--- src/rtl/ysyx_25020047_exec_ctrl.sv ---
`default_nettype none
// ============================================================================
// Module   : ysyx_25020047_exec_ctrl
// Purpose  : Multi-cycle execution sequencer for the ysyx_25020047 core.
//            Owns the PC, drives the fetch and load request handshakes,
//            steps each instruction through FETCH/DECODE/EXEC/(MEM)/WB,
//            and keeps cycle and retired-instruction counters. An illegal
//            instruction type or a bus timeout parks the sequencer in HALT
//            with a trap code until reset.
// Ports    : clk, rst_n                 - clock, async active-low reset
//            ifu_req/ifu_gnt/ir_we      - instruction fetch handshake
//            inst_type                  - one-hot decoded instruction type
//            lsu_req/lsu_gnt            - load handshake
//            dnpc                       - next PC from writeback
//            pc, rf_wen, pc_wen         - PC and writeback strobes
//            busy, halt, trap_code      - status
//            cycle_cnt, instret         - performance counters
// Revision : 1.0 - initial release
// ============================================================================
module ysyx_25020047_exec_ctrl #(
    parameter logic [31:0] RESET_PC    = 32'h8000_0000,
    parameter int unsigned BUS_TIMEOUT = 255
) (
    input  logic        clk,
    input  logic        rst_n,
    output logic        ifu_req,
    input  logic        ifu_gnt,
    output logic        ir_we,
    input  logic [31:0] inst_type,
    output logic        lsu_req,
    input  logic        lsu_gnt,
    input  logic [31:0] dnpc,
    output logic [31:0] pc,
    output logic        rf_wen,
    output logic        pc_wen,
    output logic        busy,
    output logic        halt,
    output logic [1:0]  trap_code,
    output logic [31:0] cycle_cnt,
    output logic [31:0] instret
);

    localparam logic [2:0] S_IDLE   = 3'd0;
    localparam logic [2:0] S_FETCH  = 3'd1;
    localparam logic [2:0] S_DECODE = 3'd2;
    localparam logic [2:0] S_EXEC   = 3'd3;
    localparam logic [2:0] S_MEM    = 3'd4;
    localparam logic [2:0] S_WB     = 3'd5;
    localparam logic [2:0] S_HALT   = 3'd6;

    localparam logic [1:0] TRAP_NONE    = 2'b00;
    localparam logic [1:0] TRAP_ILLEGAL = 2'b01;
    localparam logic [1:0] TRAP_TIMEOUT = 2'b10;

    // The wait counter holds the number of grant-less cycles already spent.
    // A request that is still ungranted in the cycle where this count is
    // BUS_TIMEOUT-1 has reached the limit; a grant in that cycle still wins.
    localparam logic [7:0] WAIT_LAST = 8'(BUS_TIMEOUT - 1);

    logic [2:0]  state_q,   state_d;
    logic [7:0]  wait_q,    wait_d;
    logic [1:0]  trap_q,    trap_d;
    logic        is_load_q, is_load_d;
    logic [31:0] pc_q;
    logic [31:0] cycle_q;
    logic [31:0] instret_q;

    logic        legal_inst;
    logic        load_inst;

    // One-hot type decode; anything else (zero, multi-hot, unknown codes)
    // is illegal.
    always_comb begin
        legal_inst = 1'b0;
        load_inst  = 1'b0;
        case (inst_type)
            32'h0000_0001,
            32'h0000_0002,
            32'h0000_0008,
            32'h0000_0010: legal_inst = 1'b1;
            32'h0000_0020,
            32'h0000_0040: begin
                legal_inst = 1'b1;
                load_inst  = 1'b1;
            end
            default: begin
                legal_inst = 1'b0;
                load_inst  = 1'b0;
            end
        endcase
    end

    always_comb begin
        state_d   = state_q;
        wait_d    = wait_q;
        trap_d    = trap_q;
        is_load_d = is_load_q;
        case (state_q)
            S_IDLE: begin
                state_d = S_FETCH;
                wait_d  = 8'd0;
            end
            S_FETCH: begin
                if (ifu_gnt) begin
                    state_d = S_DECODE;
                end else if (wait_q == WAIT_LAST) begin
                    state_d = S_HALT;
                    trap_d  = TRAP_TIMEOUT;
                end else begin
                    wait_d = wait_q + 8'd1;
                end
            end
            S_DECODE: begin
                // Remember the load decision so EXEC does not depend on
                // inst_type still being stable a cycle later.
                is_load_d = load_inst;
                if (legal_inst) begin
                    state_d = S_EXEC;
                end else begin
                    state_d = S_HALT;
                    trap_d  = TRAP_ILLEGAL;
                end
            end
            S_EXEC: begin
                if (is_load_q) begin
                    state_d = S_MEM;
                    wait_d  = 8'd0;
                end else begin
                    state_d = S_WB;
                end
            end
            S_MEM: begin
                if (lsu_gnt) begin
                    state_d = S_WB;
                end else if (wait_q == WAIT_LAST) begin
                    state_d = S_HALT;
                    trap_d  = TRAP_TIMEOUT;
                end else begin
                    wait_d = wait_q + 8'd1;
                end
            end
            S_WB: begin
                state_d = S_FETCH;
                wait_d  = 8'd0;
            end
            S_HALT: begin
                state_d = S_HALT;
            end
            default: begin
                state_d = S_IDLE;
            end
        endcase
    end

    always_ff @(posedge clk or negedge rst_n) begin
        if (!rst_n) begin
            state_q   <= S_IDLE;
            wait_q    <= 8'd0;
            trap_q    <= TRAP_NONE;
            is_load_q <= 1'b0;
            pc_q      <= RESET_PC;
            cycle_q   <= 32'd0;
            instret_q <= 32'd0;
        end else begin
            state_q   <= state_d;
            wait_q    <= wait_d;
            trap_q    <= trap_d;
            is_load_q <= is_load_d;
            cycle_q   <= cycle_q + 32'd1;
            if (state_q == S_WB) begin
                pc_q      <= dnpc;
                instret_q <= instret_q + 32'd1;
            end
        end
    end

    // Requests and strobes decode from state alone so that reset drops them
    // the instant rst_n falls; only ir_we looks at the grant.
    assign ifu_req   = (state_q == S_FETCH);
    assign ir_we     = ifu_req & ifu_gnt;
    assign lsu_req   = (state_q == S_MEM);
    assign rf_wen    = (state_q == S_WB);
    assign pc_wen    = (state_q == S_WB);
    assign busy      = (state_q != S_IDLE) && (state_q != S_HALT);
    assign halt      = (state_q == S_HALT);
    assign trap_code = trap_q;
    assign pc        = pc_q;
    assign cycle_cnt = cycle_q;
    assign instret   = instret_q;

endmodule
`default_nettype wire

--- config.mk ---
export PLATFORM = sky130hd
export DESIGN_NAME = ysyx_25020047_exec_ctrl
export DESIGN_NICKNAME = d
export VERILOG_FILES = /design/src/rtl/ysyx_25020047_exec_ctrl.sv
export SDC_FILE = /design/constraint.sdc
export NUM_CORES = 1
export LEC_CHECK = 0
export ABC_AREA = 1
export CORE_MARGIN = 2
export CORE_UTILIZATION = 25
export DETAILED_ROUTE_END_ITERATION = 16
export PLACE_DENSITY_LB_ADDON = 0.08
export SYNTH_ARGS = -nofsm -noshare
export SYNTH_HDL_FRONTEND = slang
export SYNTH_SLANG_ARGS = --single-unit
--- constraint.sdc ---
create_clock -name clk -period 1.3 [get_ports clk]
set_input_delay 0.195 -clock clk [delete_from_list [all_inputs] [get_ports clk]]
set_output_delay 0.195 -clock clk [all_outputs]
set_load 0.02 [all_outputs]
Word level (Yosys, flattened, before mapping) --
Cells that the tools add are included.
Cells by class: equality and inequality tests 18, bitwise operators 1, add/subtract/negate cells 3, reduce and logical (&&, ||, !) cells 10, muxes and demuxes 18
Operators by type and width (count):
- 32-bit by 1-bit adder with 32-bit output (second input constant) | 2
- 32-bit by 1-bit equality test with 1-bit output (second input constant) | 1
- 32-bit by 2-bit equality test with 1-bit output (second input constant) | 1
- 32-bit by 4-bit equality test with 1-bit output (second input constant) | 1
- 32-bit by 5-bit equality test with 1-bit output (second input constant) | 1
- 32-bit by 6-bit equality test with 1-bit output (second input constant) | 1
- 32-bit by 7-bit equality test with 1-bit output (second input constant) | 1
- 8-bit 2-to-1 mux | 4
- 8-bit case mux with 4 select lines | 1
- 3-bit case mux with 6 select lines | 1
- 3-bit 2-to-1 mux | 4
- 3-bit equality test (second input constant) | 3
- 8-bit by 1-bit adder with 8-bit output (second input constant) | 1
- 8-bit equality test (second input constant) | 1
- 2-bit 2-to-1 mux | 4
- 2-bit inequality test (second input constant) | 4
- 4-bit AND reduction | 2
- 3-bit by 2-bit equality test with 1-bit output (second input constant) | 2
- 2-bit case mux with 3 select lines | 1
- 3-bit nonzero test | 2
- 6-bit OR reduction | 1
- 4-bit nonzero test | 1
- 2-bit OR reduction | 2
- 3-bit by 1-bit equality test with 1-bit output (second input constant) | 1
- 5 further kinds | 7
Word-level totals: bits of input ports 68, output and inout bits 105, word-level logic and storage cells 57, register bits 110

Longest topological paths before layout --
Gate-level depths: netlist (run 1).
depth after elaboration 5, gate-level depth with buffers 11

Least setup slack after synthesis (run 1) --
No wires, ideal clock.
kind flip-flop to flip-flop, from reg state_q[1], to reg wait_q[6], setup slack -0.347 ns, stages on the path, launching flop included 11, library setup time 0.118 ns, arrival time 1.529 ns, path buffers 2, data required time 1.182 ns, cells stage by stage dfrtp_1 buf_4 nor3_2 inv_1 nand2_1 nand2_1 nand2_2 nand2_4 buf_8 nand2_2 o21ai_2
On the way: elaborated cells on any way between the ends 12, classes of those cells eq/ne (7); mux (1); reduce/logical (4)
RTL lines:
- start: declaration | RTL line 60 | logic [2:0] state_q, state_d;
- start signal: assignment | RTL line 165 | state_q <= state_d;
- 3-bit by 1-bit equality test with 1-bit output *
- named net ifu_req | RTL line 26 | output logic ifu_req,
- 2-bit inequality test (no line) / 4-bit nonzero test (equally long branches)
- 4-bit AND reduction (no line)
- end signal: assignment | RTL line 166 | wait_q <= wait_d;
- end: declaration | RTL line 61 | logic [7:0] wait_q, wait_d;
Mark *: on every way through the listed nets, which the timed path passes. The rest lies on a longest branch. A chain may end at the register's enable or synchronous reset.

Worst setup path after layout (run 1) --
from reg state_q[0], to out ir_we
On the way: word-level cells in the longest chain between the ends 2
RTL lines:
- 3-bit by 1-bit equality test with 1-bit output | RTL line 179 | assign ifu_req = (state_q == S_FETCH);
- 1-bit AND | RTL line 180 | assign ir_we = ifu_req & ifu_gnt;
- end: declaration | RTL line 28 | output logic ir_we,
Every way passes these cells.

==> reports/metrics.cfg, run 1 <==
[run_status]
status=complete, but fails checks
failed_checks=setup timing

[setup_path]
slowest_stage=dfrtp_1
cp.required_ps=1110
crit_type=flop to output port
startpoint_type=flop
cp_num_buf_inv=3
reg2regPathDepth=10
crit_top_cell=inv_2
crit_chain=inv_2, nor3_4, nand2_1, inv_2, buf_6
crit_cells=5
crit_arrival_ps=1400
cp_max_fo=4
crit_path_max_incr_delay_ps=440
critical-path-top-delay-family=flip-flops
end_kind=output port

[logic_synthesis]
ys_seq_elements=110
synth.most_common_cell=nand2_1
syn_inst=719
synth_seq_area_share_pct=48.05
ys_async_sr_fraction_pct=100.0
synth_top_cell_by_area=dfrtp_1
ys_types=34
synth-edff-count=0
yosysWarnings=0
synth_top_area_share_pct=47.59
synthesis.nets=791
synth.cell_area_sq_mm=0.005732
synth_common_cells=nand2_1 (257), dfrtp_1 (109), nor2_1 (88)
synth_area_leaders=dfrtp_1 (48%), nand2_1 (17%), nor2_1 (5.8%)
syn_avg_cell_area_sq_um=7.972
synth-main-ff-cell=dfrtp_1

[clocking]
clock-sinks=110
cts.clk_slew.worst_paths_ps=70
cts_buffers=9
htreeDepth=3
clk_latency_ps=350
cts_tree=done
clockBufferDepth=2
root_buffer=clkbuf_16

[timing]
hold_viol=0
tightest_slew_ps=258.9
finalSetupViolCount=102
relSlewSlack_pct=82.68
grt_setup_unrepaired=true
period_needed_ps=1595
fin_crit_sh_pct=122.7
whs_ps=249.7
finalClockSkew_ps=6.327
fmax_ghz=0.6269
final_max_slew_viol_count=0
worst_slack_ps=-295.2

[die]
io_pins=173
initial_core_util_pct=25.39
dieArea_sq_mm=0.02415
die_h_microns=155.4
die_x_microns=155.4
rows=55
placeableCoreArea_sq_mm=0.02257

[layout]
drive_gt1_share_pct=50.82
area_growth_pct=89.54
nets=1171
fin_area_sq_mm=0.01086
final_cells=1390

[grt]
grt_pass1_wl_microns=30220
grtUsageTotal_pct=15.70
grt_max_degree=42
antenna_found_initial=0
overflow=0
grt_pass1_vias=5936

[power_and_ir_drop]
power-per-cell-area_mw_per_mm2=1325
p_leak_nw=5.362
peakVddDrop_mv=0.9489

[place]
place_inst=1315
dp_hpwl_microns=13930
place_ws_ps=-335.4
gp_congestion=0.7699
io_buffer_count=172
dpl_cell_area_sq_mm=0.009214

[detailed_routing]
drc=0
via_per_inst=4.245
dr_total_vias=5901
drt_iter0_drc=126
ant_nets=0
drt-total-wl_microns=19820
wire_per_inst_microns=14.26
dr.pass1.iters=4

[worst_hold_path]
hold_path_class=primary input to asynchronous set/reset pin

[job]
max_cap_viol_count=0

-- cells by family (layout without fill, tap and decap cells) --
kind of cell / after synthesis / count (layout) / share of synthesized area, %
adder cells (fa/ha/maj): 4 / 4 / 0.8732
other: 0 / 1 / 0
buffers and inverters: 73 / 457 / 5.130
flip-flops: 110 / 110 / 48.05
XOR/XNOR: 51 / 51 / 7.793
AND/OR/NAND/NOR: 460 / 461 / 35.80
AO/OA/AOI/OAI: 21 / 21 / 2.358
-- registers in the layout (all words and copies together), names as in the netlist --
register / cells
cycle_cnt: 32
instret: 32
is_load_q: 1
pc: 32
state_q: 3
trap_code: 2
wait_q: 8
-- per-stage QoR --
stage	TNS, ps	util, %	total power [mW]
2_1_floorplan	-3901	-	7.590
3_3_place_gp	-10710	40.82	10.23
3_5_place_dp	-11720	40.82	10.23
4_1_cts	-9506	44.16	13.60
5_1_grt	-19920	48.12	15.29
6_report	-10970	48.13	14.40
-- path summary, 6_finish.rpt --
kind / slack, ps / startpoint / end
worst min-delay path: 250 / rst_n / instret[5]
worst max register to register: -280 / state_q[1] / instret[21]
worst min register to register: 470 / trap_code[0] / trap_code[0]
worst max-delay path: -300 / state_q[0] / ir_we
min in group clk: 360 / dnpc[31] / pc[31]
max in group asynchronous: 490 / rst_n / pc[31]
-- layout by cell type, fill, tap and decap left out, drive strengths merged, types with 8 or more instances in the layout --
cell type and n:
nand2 266, buf 258, dfrtp 109, nor2 97, clkdlybuf4s50 66, inv 61, nand3 41, xor2 30
nor3 27, clkbuf 27, clkdlybuf4s15 26, xnor2 21, nand4 17, o21ai 17, dlygate4sd2 15, nand3b 8
-- what timing repair did --
item / 4_1_cts / 5_1_grt
pin swaps: 51 / 73
setup endpoints to repair: 185 / 163
endpoints found under the hold margin: 69 / 0
buffers inserted: 25 / 42
hold buffers: 1 / 0
gates resized for setup: 427 / 238
gates cloned: 1 / 4
-- layer usage --
metal / part of all wire (%) / track usage [%] / vias to the layer above
met2: 51 / 27.29 / 95
met4: 1.0 / 2.709 / 0
met5: 0 / 0 / -
met1: 44 / 20.11 / 2768
li1: - / - / 3023
met3: 3.9 / 3.760 / 15
-- area by class of cell --
class                   count  area, sq um
flip-flops and latches    110         2816
diodes                      1        2.502
clock buffers              14        294.0
inverters                  62        257.7
multi-input cells         537         3583
well taps                 285        356.6
repair buffers            379         3541
clock inverters             2        12.51
fillers                  2232        11710
-- report_power, final --
group	total [mW]	switching [mW]	leakage [nW]	internal, mW
clock	2.88	1.32	0.151	1.56
sequential	4.65	0.517	1.37	4.13
combinational	6.87	3.77	3.84	3.10
Note: power is estimated with default switching activity, not from simulation.
==> inputs of run 2 (changes only) <==
--- a/config.mk
+++ b/config.mk
@@ -8,6 +8,7 @@
 export ABC_AREA = 1
 export CORE_MARGIN = 2
 export CORE_UTILIZATION = 25
+export CTS_CLUSTER_DIAMETER = 50
 export DETAILED_ROUTE_END_ITERATION = 16
 export PLACE_DENSITY_LB_ADDON = 0.08
 export SYNTH_ARGS = -nofsm -noshare
==> results of run 2 <==
Same layout as run 1: the final DEF is identical, and so are final timing and power.
